### config.mk
export PLATFORM = sky130hd
export DESIGN_NAME = seven_seg_scan_ctrl_flat
export DESIGN_NICKNAME = d
export VERILOG_FILES = /design/src/rtl/seven_seg_scan_ctrl_pkg.sv /design/src/rtl/seven_seg_scan_ctrl_if.sv /design/src/rtl/seven_seg_scan_ctrl_clk_prescaler.sv /design/src/rtl/seven_seg_scan_ctrl.sv /design/src/flat_wrapper.sv
export SDC_FILE = /design/constraint.sdc
export NUM_CORES = 1
export LEC_CHECK = 0
export BUFFER_PORTS_ARGS = -buffer_cell sky130_fd_sc_hd__buf_2
export CORE_AREA = 2 2 78 80
export CTS_CLUSTER_DIAMETER = 50
export DETAILED_ROUTE_END_ITERATION = 10
export DIE_AREA = 0 0 80 82
export PLACE_DENSITY = 0.71
export SETUP_SLACK_MARGIN = 0.5
export SYNTH_ARGS = -nofsm -noshare
export SYNTH_HDL_FRONTEND = slang
export SYNTH_SLANG_ARGS = --single-unit
### constraint.sdc
create_clock -name clk -period 5.85 [get_ports clk]
set_input_delay 0.2925 -clock clk [delete_from_list [all_inputs] [get_ports clk]]
set_output_delay 0.2925 -clock clk [all_outputs]
set_load 0.01 [all_outputs]
### src/rtl/seven_seg_scan_ctrl_pkg.sv
// Shared constants and types for the 7-segment scan controller
// and its clock prescaler.
package seven_seg_scan_ctrl_pkg;

    localparam int IDX_W           = 2;
    localparam int DEFAULT_CLK_DIV = 50000;
    localparam int DIGIT_COUNT     = 4;

    localparam logic [3:0] ANODE_OFF = 4'b1111;

    typedef logic [IDX_W-1:0] digit_idx_t;

    typedef struct packed {
        logic [15:0] value;
        logic [3:0]  dp;
    } frame_data_t;

    // Active-low one-hot anode pattern for the given digit position.
    function automatic logic [3:0] anode_for(input digit_idx_t idx);
        logic [3:0] one_hot;
        one_hot = 4'b0001 << idx;
        return ~one_hot;
    endfunction

endpackage

### src/rtl/seven_seg_scan_ctrl_if.sv
// Display-side bundle: value/dp loading and blanking control in,
// the decoder feed and anode enables out.
interface seven_seg_scan_ctrl_if;

    logic [15:0] value_in;
    logic [3:0]  dp_in;
    logic        load;
    logic        blank_lz;
    logic [3:0]  Hex;
    logic        dp;
    logic [3:0]  an;
    logic        frame_tick;

    modport master (
        output value_in, dp_in, load, blank_lz,
        input  Hex, dp, an, frame_tick
    );

    modport slave (
        input  value_in, dp_in, load, blank_lz,
        output Hex, dp, an, frame_tick
    );

endinterface

### src/rtl/seven_seg_scan_ctrl_clk_prescaler.sv
// Free-running divider that pulses tick for one cycle every CLK_DIV clocks.
// Shared with other display and debounce blocks.
module clk_prescaler
    import seven_seg_scan_ctrl_pkg::*;
#(
    parameter int CLK_DIV = DEFAULT_CLK_DIV
) (
    input  logic clk,
    input  logic rst,
    output logic tick
);

    localparam int CW = (CLK_DIV > 1) ? $clog2(CLK_DIV) : 1;
    localparam logic [CW-1:0] LAST = CW'(CLK_DIV - 1);

    logic [CW-1:0] count;

    // Explicit wrap so non-power-of-two dividers work.
    always_ff @(posedge clk) begin
        if (rst) begin
            count <= '0;
        end else if (tick) begin
            count <= '0;
        end else begin
            count <= count + 1'b1;
        end
    end

    assign tick = (count == LAST);

endmodule

### src/rtl/seven_seg_scan_ctrl.sv
// 4-digit multiplexed 7-segment scan controller with frame-aligned
// double buffering and optional leading-zero blanking.
module seven_seg_scan_ctrl
    import seven_seg_scan_ctrl_pkg::*;
#(
    parameter int CLK_DIV    = DEFAULT_CLK_DIV,
    parameter int NUM_DIGITS = DIGIT_COUNT
) (
    input  logic                 clk,
    input  logic                 rst,
    seven_seg_scan_ctrl_if.slave bus
);

    logic        slot_tick;
    logic        wrap_tick;
    digit_idx_t  index;
    frame_data_t active;
    frame_data_t pending;
    frame_data_t incoming;
    logic        pending_valid;
    logic [3:0]  blank_mask;
    logic        upper_zero;

    clk_prescaler #(
        .CLK_DIV(CLK_DIV)
    ) u_prescaler (
        .clk (clk),
        .rst (rst),
        .tick(slot_tick)
    );

    assign wrap_tick = slot_tick && (index == digit_idx_t'(NUM_DIGITS - 1));
    assign incoming  = {bus.value_in, bus.dp_in};

    always_ff @(posedge clk) begin
        if (rst) begin
            index <= '0;
        end else if (slot_tick) begin
            index <= index + 1'b1;
        end
    end

    // A load coinciding with the frame boundary bypasses the pending slot.
    always_ff @(posedge clk) begin
        if (rst) begin
            active        <= '0;
            pending       <= '0;
            pending_valid <= 1'b0;
        end else begin
            if (bus.load) begin
                pending <= incoming;
            end
            if (wrap_tick) begin
                if (bus.load) begin
                    active <= incoming;
                end else if (pending_valid) begin
                    active <= pending;
                end
                pending_valid <= 1'b0;
            end else if (bus.load) begin
                pending_valid <= 1'b1;
            end
        end
    end

    // Scan downward from the top digit; a lit point stops the blanking too.
    always_comb begin
        blank_mask = '0;
        upper_zero = 1'b1;
        for (int i = NUM_DIGITS - 1; i >= 1; i--) begin
            upper_zero    = upper_zero && (active.value[4*i +: 4] == 4'h0) && !active.dp[i];
            blank_mask[i] = bus.blank_lz && upper_zero;
        end
    end

    always_ff @(posedge clk) begin
        if (rst) begin
            bus.Hex        <= 4'h0;
            bus.dp         <= 1'b0;
            bus.an         <= ANODE_OFF;
            bus.frame_tick <= 1'b0;
        end else begin
            bus.frame_tick <= wrap_tick;
            if (blank_mask[index]) begin
                bus.Hex <= 4'h0;
                bus.dp  <= 1'b0;
                bus.an  <= ANODE_OFF;
            end else begin
                bus.Hex <= active.value[{index, 2'b00} +: 4];
                bus.dp  <= active.dp[index];
                bus.an  <= anode_for(index);
            end
        end
    end

endmodule

### src/flat_wrapper.sv
// flat-port wrapper written by rule: the top's interface ports become plain ports
module seven_seg_scan_ctrl_flat import seven_seg_scan_ctrl_pkg::*;
#(
    parameter int CLK_DIV    = DEFAULT_CLK_DIV,
    parameter int NUM_DIGITS = DIGIT_COUNT
)
  (clk, rst, bus_value_in, bus_dp_in, bus_load, bus_blank_lz, bus_Hex, bus_dp, bus_an, bus_frame_tick);
  seven_seg_scan_ctrl_if bus_i ();
  input  logic clk;
  input  logic rst;
  input wire logic [$bits(bus_i.value_in)-1:0] bus_value_in;
  input wire logic [$bits(bus_i.dp_in)-1:0] bus_dp_in;
  input wire logic [$bits(bus_i.load)-1:0] bus_load;
  input wire logic [$bits(bus_i.blank_lz)-1:0] bus_blank_lz;
  output wire logic [$bits(bus_i.Hex)-1:0] bus_Hex;
  output wire logic [$bits(bus_i.dp)-1:0] bus_dp;
  output wire logic [$bits(bus_i.an)-1:0] bus_an;
  output wire logic [$bits(bus_i.frame_tick)-1:0] bus_frame_tick;
  assign bus_i.value_in = bus_value_in;
  assign bus_i.dp_in = bus_dp_in;
  assign bus_i.load = bus_load;
  assign bus_i.blank_lz = bus_blank_lz;
  assign bus_Hex = bus_i.Hex;
  assign bus_dp = bus_i.dp;
  assign bus_an = bus_i.an;
  assign bus_frame_tick = bus_i.frame_tick;
  seven_seg_scan_ctrl #(.CLK_DIV(CLK_DIV), .NUM_DIGITS(NUM_DIGITS)) u_core (.clk(clk), .rst(rst), .bus(bus_i));
endmodule
### Yosys cells after proc, flatten, opt, wreduce, memory -nomap -nowiden

Index checks and enable logic that the tools add are counted.

* add/subtract/negate cells: 2
* $lt $le $gt $ge: 1
* equality and inequality tests: 2
* shifts and indexed selects: 2
* muxes and demuxes: 6
* bitwise gates (word level): 1
* reductions and logical operators: 20

Operators by type and width (count)
* 2-to-1 mux 20 bit: 2
* adder 16 x 1 -> 16 bit (second input constant): 1
* == test 16 bit (second input constant): 1
* indexed part select 16 x 5 -> 4 bit: 1
* zero test 4 bit: 3
* logical AND 1 bit: 9
* OR reduction 2 bit: 3
* binary-select mux 1 bit (select 2 bit): 2
* NOT 4 bit: 1
* left shift 1 x 2 -> 4 bit (first input constant): 1
* zero test 1 bit: 3
* less-than comparator 2 x 3 -> 1 bit (second input constant): 1
* adder 2 x 1 -> 2 bit (second input constant): 1
* == test 2 bit (second input constant): 1
* 2-to-1 mux 1 bit: 2
* AND reduction 2 bit: 1
* nonzero test 2 bit: 1

* register bits: 69
* input port bits: 24
* output and inout port bits: 10
* word-level logic and storage cells: 45

### Longest topological paths before layout

Gate-level depths: netlist of the first run.

* depth in word-level cells: 10
* gate-level depth with buffers: 8

### Hierarchy

A second synthesis of the first run with hierarchy kept.

* cells, all modules: 267
* area, all modules: 2806.4 um^2

Modules (own cells, without submodules)
* seven_seg_scan_ctrl: times used 1, cells each 186, area each 2095.8 um^2, seq. area each 1061.0 um^2
* clk_prescaler: times used 1, cells each 81, area each 710.7 um^2, seq. area each 320.3 um^2

### Worst setup path after synthesis of the first run

No wires, ideal clock.

* path type: register to register
* start: register u_core.u_prescaler.count[12]
* end: register u_core.active[0] (netlist bit)
* setup time: 0.121 ns
* arrival time: 2.159 ns
* data required time: 5.729 ns
* slack: 3.570 ns
* cell stages (with the launch flop): 7
* period minus slack after synthesis: 2.280 ns
* cells stage by stage: dfxtp_1 > or4_1 > or4_1 > buf_6 > nor3b_4 > buf_6 > mux2_4

* word-level cells in the longest chain between the ends: 3

RTL lines
* from (decl): line seven_seg_scan_ctrl_clk_prescaler.sv:16 `logic [CW-1:0] count;`
* from (signal assigned): line seven_seg_scan_ctrl_clk_prescaler.sv:25 `count <= count + 1'b1;`
* == test 16 bit: line seven_seg_scan_ctrl_clk_prescaler.sv:29 `assign tick = (count == LAST);`
* logical AND 1 bit: line seven_seg_scan_ctrl.sv:32 `assign wrap_tick = slot_tick && (index == digit_idx_t'(NUM_DIGITS - 1));`
* AND reduction 2 bit (no line)
* to (signal assigned): line seven_seg_scan_ctrl.sv:55 `active <= incoming;`
* to (signal assigned): line seven_seg_scan_ctrl.sv:57 `active <= pending;`
* to (decl): line seven_seg_scan_ctrl.sv:17 `frame_data_t active;`

No other way between the ends.
A chain may end at the register's enable or synchronous reset.

### Final worst setup path of the first run

* start: register u_core.u_prescaler.count[0]
* end: register u_core.active[7] (netlist bit)

The elaborated chain is that of the path after synthesis.

==> reports/summary.txt, run 1 <==
routed len/inst - 12.76 um
hold crit path type - primary input to register
non-filler instance count after layout - 375
total track usage - 0.1607
Post-DP HPWL - 3240 um
period utilization - 0.4456
layout cells sized above 1 - 0.2600
Cell Area, Synth - 2890 um^2
FMAX - 383.7 MHz
vias in the first global route - 1781
Initial Util - 0.5030
fin crit period - 2.606 ns
Fin. Hold Viols - 0
I/O Buffers - 33
Crit Path Max Fanout - 20
Worst Setup SP - u_core.u_prescaler.count[0]
Worst Tran Pin Value - 0.8679 ns
RSZ-0062 raised after global routing - false
Die Y - 82 um
Num CTS Buffers - 9
Longest Clk Path Bufs - 2
DR vias/cell - 4.912
total vias in the final route - 1842
Seq cells post-synth - 69
CTS Root Cell - clkbuf_8
GPL Wtd Cong - 0.8338
Critical R2R Launch - u_core.u_prescaler.count[0]
Async S/R FF share, synth - 0
slowest CP cell - or4_1
area of the die - 6560 um^2
# hold bufs at CTS - 0
Inst Count DP - 359
Post-CTS Resized - 0
Worst-path clk slew - 0.07 ns
# nets final - 324
Ys Warns - 0
WS Path Type - register to register
CP endpoint kind - register
Lkg Pwr - 0.001349 uW
Gate Count Post-Synth - 265
clock latency at the later pin of the worst-skew pair - 0.35 ns
Most used DFF post-synth - dfxtp_1
initial antenna violation count - 0
Slowest Stage Delay on Critical Path - 0.75 ns
Max IR drop VDD - 0.1256 mV
row count - 28
Mean Syn Cell Area - 10.91 um^2
setup bufs post-CTS - 0
Worst EP arrival - 2.84 ns
CP Launch Type - register
Core ar. - 5746 um^2
largest net degree at the start of global routing - 55
status - complete, no violations
H-tree levels - 3
first-pass GRT wire length - 7948 um
Slew Viols, Final - 0
cell breakdown of the critical path - ha_1 -> nand3_1 -> or4_1 -> nor3b_4 -> buf_4 -> mux2_4
Critical Path RT - 6.08 ns
CTS tree - done
Final Setup Violations - 0
DRT Pass-1 Iters - 4
max-cap viol count - 0
Unique masters post-synth - 36
residual DRC count - 0
Setup Skew - 0.009301 ns
antenna viol nets, final - 0
Post-Route WL - 4786 um
hold_sp - bus_dp_in[0]
max_slew headroom - 0.4214
syn nets - 294
IO Count - 34
initial drt markers - 89
power density over cell area - 280.5 nW/um^2
Congestion Overflow GR - 0
Post-synth EDFFs - 0
Seq/Total Area, Yosys - 0.4779
Area Overhead vs Synth - 13.68%
setup TNS - 0 ns
TritonCTS sink count - 69
die span in x - 80 um
diodes inserted - 0
[path summary, 6_finish.rpt]
path / endpoint / slack [ns] / cells after the start
worst max-delay path: u_core.active[7] / 3.24 / 6
worst min-delay path: u_core.pending[0] / 0.23 / 3
worst min register to register: u_core.u_prescaler.count[15] / 0.47 / 2
worst max register to register: u_core.active[7] / 3.24 / 6
[state kept, by name (all words and copies together) (netlist names)]
name / count
u_core.index: 2
u_core.bus.Hex: 4
u_core.u_prescaler.count: 16
u_core.pending: 20
u_core.pending_valid: 1
u_core.active: 20
u_core.bus.dp: 1
u_core.bus.an: 4
u_core.bus.frame_tick: 1
[final cells by class]
cell class / instances / area (um^2)
clock buffer: 12 / 165.2
clock inverter: 4 / 45.04
fill: 492 / 2460
inverter: 6 / 22.52
multi-input combinational: 175 / 1405
sequential: 69 / 1381
tap: 75 / 93.84
timing repair buffer: 34 / 172.7
[cell families after synthesis]
group / count (synthesis) / share of synthesized area
compound gates: 6 / 0.01342
mux: 46 / 0.2156
flops: 69 / 0.4779
xor+xnor: 13 / 0.03939
fa+ha+maj: 5 / 0.02165
simple gates: 105 / 0.1961
buf+inv: 21 / 0.03593
[routing by layer]
metal / vias up / track usage / part of all wire
met2: 46 / 0.2242 / 0.41
met3: 16 / 0.04945 / 0.041
met4: 0 / 0.09831 / 0.032
met5: - / 0 / 0
met1: 819 / 0.2167 / 0.52
li1: 961 / - / -
[synth_stat cells (all sizes together), types with 2 or more instances]
library cell,count,area (um^2)
a21oi,2,10.01
buf,6,46.29
clkbuf,9,35.03
dfxtp,69,1381
ha,5,62.56
inv,6,22.52
mux2,20,300.3
mux2i,21,210.2
mux4,5,112.6
nand2,6,22.52
nand3,4,20.02
nand3b,5,37.54
nand4,5,31.28
nor2,41,153.9
nor2b,25,156.4
nor3,4,20.02
nor3b,2,26.28
nor4,3,18.77
or4,3,22.52
xnor2,9,78.83
xor2,4,35.03
[where the power goes]
part | internal [uW] | total [uW] | switching [uW]
sequential | 480 | 484 | 3.87
combinational | 16.7 | 38.4 | 21.7
clock | 229 | 399 | 170
[critical path: cells and delay by family (launching register included)]
family / cells / cell delay, ns
and+or+nand+nor: 3 / 1.19
adders and majority gates: 1 / 0.20
muxes: 1 / 0.34
DFF: 1 / 0.39
buffers and inverters: 1 / 0.37
[cell usage in the layout, fill, tap and decap left out, drive strengths merged, types with 3 or more instances in the layout]
cell type,n
buf,34
clkbuf,12
clkinv,3
dfxtp,69
ha,5
inv,6
mux2,20
mux2i,21
mux4,5
nand2,6
nand3,4
nand3b,5
nand4,5
nor2,41
nor2b,25
nor3,4
nor4,3
or4,3
xnor2,9
xor2,4
[through the flow]
stage          worst slack, ns  total power, uW  hold slack (ns)    util  instance area [um^2]
2_1_floorplan            3.570            520.9           0.4372       -                  2890
3_3_place_gp             3.323            532.8           0.4503  0.5353                  3075
3_5_place_dp             3.247            533.8           0.4668  0.5353                  3075
4_1_cts                  3.235            931.0           0.2296  0.5719                  3286
5_1_grt                  3.081            953.8           0.2371  0.5719                  3286
6_report                 3.244            921.7           0.2341  0.5719                  3286
(Power assumes the default switching activity.)
==> inputs of run 2 (changes only) <==
--- a/config.mk
+++ b/config.mk
@@ -10,7 +10,7 @@
 export CTS_CLUSTER_DIAMETER = 50
 export DETAILED_ROUTE_END_ITERATION = 10
 export DIE_AREA = 0 0 80 82
-export PLACE_DENSITY = 0.71
+export PLACE_DENSITY = 0.74
 export SETUP_SLACK_MARGIN = 0.5
 export SYNTH_ARGS = -nofsm -noshare
 export SYNTH_HDL_FRONTEND = slang
==> constraint.sdc (replaced) <==
create_clock -name clk -period 2.35 [get_ports clk]
set_input_delay 0.1175 -clock clk [delete_from_list [all_inputs] [get_ports clk]]
set_output_delay 0.1175 -clock clk [all_outputs]
set_load 0.01 [all_outputs]
==> reports/summary.txt, run 2 (synthesis gave the netlist of run 1 again) <==
largest net degree at the start of global routing - 44
Area Overhead vs Synth - 24.55%
Longest Clk Path Bufs - 2
# hold bufs at CTS - 0
DR vias/cell - 4.952
Critical Path RT - 2.58 ns
CP Launch Type - register
# nets final - 345
max_slew headroom - 0.5034
Congestion Overflow GR - 0
Comb pwr share - 0.047
hold path depth - 3
Die Y - 82 um
die span in x - 80 um
flop2flop setup slack - 0.08 ns
diodes inserted - 0
Post-Route WL - 5356 um
clock latency at the later pin of the worst-skew pair - 0.34 ns
most common cell after layout, fill and taps aside - dfxtp_1
I/O Buffers - 33
Initial Util - 0.5030
CP endpoint kind - register
Fin. Hold Viols - 0
most frequent cells in the layout - dfxtp_1 (64), nor2_1 (41), buf_2 (33)
H-tree levels - 3
layout cells sized above 1 - 0.3333
hold_sp - bus_value_in[4]
Sequential Area - 1388 um^2
status - complete, no violations
routed len/inst - 13.53 um
initial drt markers - 95
row count - 28
sequential power share - 0.505
DRT Pass-1 Iters - 4
Lkg Pwr - 0.001504 uW
Fill cells - 460
Worst Tran Pin Value - 0.7449 ns
Worst-path clk slew - 0.07 ns
Pint - 1902 uW
R2R Path End - u_core.active[2]
vias in the first global route - 1804
Setup Skew - 0.006441 ns
Clk pwr share - 0.448
total vias in the final route - 1961
fin crit period - 2.269 ns
max-cap viol count - 0
Worst Hold End - u_core.pending[8]
total track usage - 0.1695
Critical R2R Launch - u_core.u_prescaler.count[15]
area of the die - 6560 um^2
period utilization - 0.9654
Slew Viols, Final - 0
Sw Pwr - 488.1 uW
power density over cell area - 664.0 nW/um^2
hold crit path type - primary input to register
setup TNS - 0 ns
switching share of power - 0.2042
top flop regs - u_core.active x20, u_core.pending x20, u_core.u_prescaler.count x16
Multi-input gate area - 1425 um^2
Num CTS Buffers - 9
Final Setup Violations - 0
CTS tree - done
WS Path Type - register to register
antenna viol nets, final - 0
FMAX - 440.8 MHz
residual DRC count - 0
RSZ-0062 raised after global routing - true
GPL Wtd Cong - 0.7751
reg2reg path depth - 6
Crit Path Max Fanout - 5
post-route cell area - 3600 um^2
TritonCTS sink count - 69
initial antenna violation count - 0
Core ar. - 5746 um^2
first-pass GRT wire length - 8493 um
Max IR drop VDD - 0.3686 mV
IO Count - 34
CTS Root Cell - clkbuf_8
Worst EP arrival - 2.50 ns
Post-DP HPWL - 3417 um
DP Area - 3193 um^2
[run 2: worst max-delay path by stage]
stage | endpoint | from
2_1_floorplan | u_core.active[0] | u_core.u_prescaler.count[7]
3_3_place_gp | u_core.active[4] | u_core.u_prescaler.count[7]
3_5_place_dp | u_core.active[5] | u_core.u_prescaler.count[7]
4_1_cts | u_core.active[18] | u_core.u_prescaler.count[7]
5_1_grt | u_core.active[1] | u_core.u_prescaler.count[15]
6_report | u_core.active[2] | u_core.u_prescaler.count[15]
[run 2: power groups by stage]
stage | logic [uW] | clock network (uW) | registers (uW)
floorplan | 69.1 | 0 | 1230
global placement | 101 | 0 | 1230
detailed placement | 104 | 0 | 1230
CTS | 114 | 1090 | 1210
global route | 124 | 1140 | 1210
finish | 113 | 1070 | 1210
[run 2: critical path: stages, from the launching register on]
cell and delay, ns:
dfxtp_2 0.33, or4bb_1 0.47, or4_4 0.54, nor3b_4 0.23, buf_6 0.16, clkbuf_16 0.15, mux2_4 0.29
[run 2: metal layers]
metal	routed length, um	global-route usage	vias to the layer above	share of wire
met5	0	0	-	0
met1	2593	0.2222	913	0.48
met4	82	0.09153	0	0.015
li1	-	-	1010	-
met3	208	0.03736	5	0.039
met2	2472	0.2608	33	0.46
[run 2: what timing repair did]
action                     CTS  global route
buffers inserted             4             1
setup endpoints to repair   40            40
pin swaps                    1             2
gates resized for setup      8             5
gates cloned                 2             2
[run 2: stage by stage]
step | total power [uW] | hold WS (ns) | instances | util | worst slack, ns
floorplan | 1299 | 0.3032 | 265 | - | 0.07610
global placement | 1332 | 0.4178 | 371 | 0.5557 | 0.1056
detailed placement | 1337 | 0.4194 | 371 | 0.5557 | 0.05430
CTS | 2409 | 0.06646 | 393 | 0.6145 | 0.05169
global route | 2473 | 0.07934 | 396 | 0.6265 | 0.02294
finish | 2390 | 0.06881 | 396 | 0.6265 | 0.08140
[run 2: cell type report]
cell class                 count  area share
sequential                    69      0.3855
tap                           75     0.02607
timing repair buffer          55      0.1237
multi-input combinational    175      0.3959
clock inverter                 4     0.01946
clock buffer                  12     0.04310
inverter                       6    0.006257
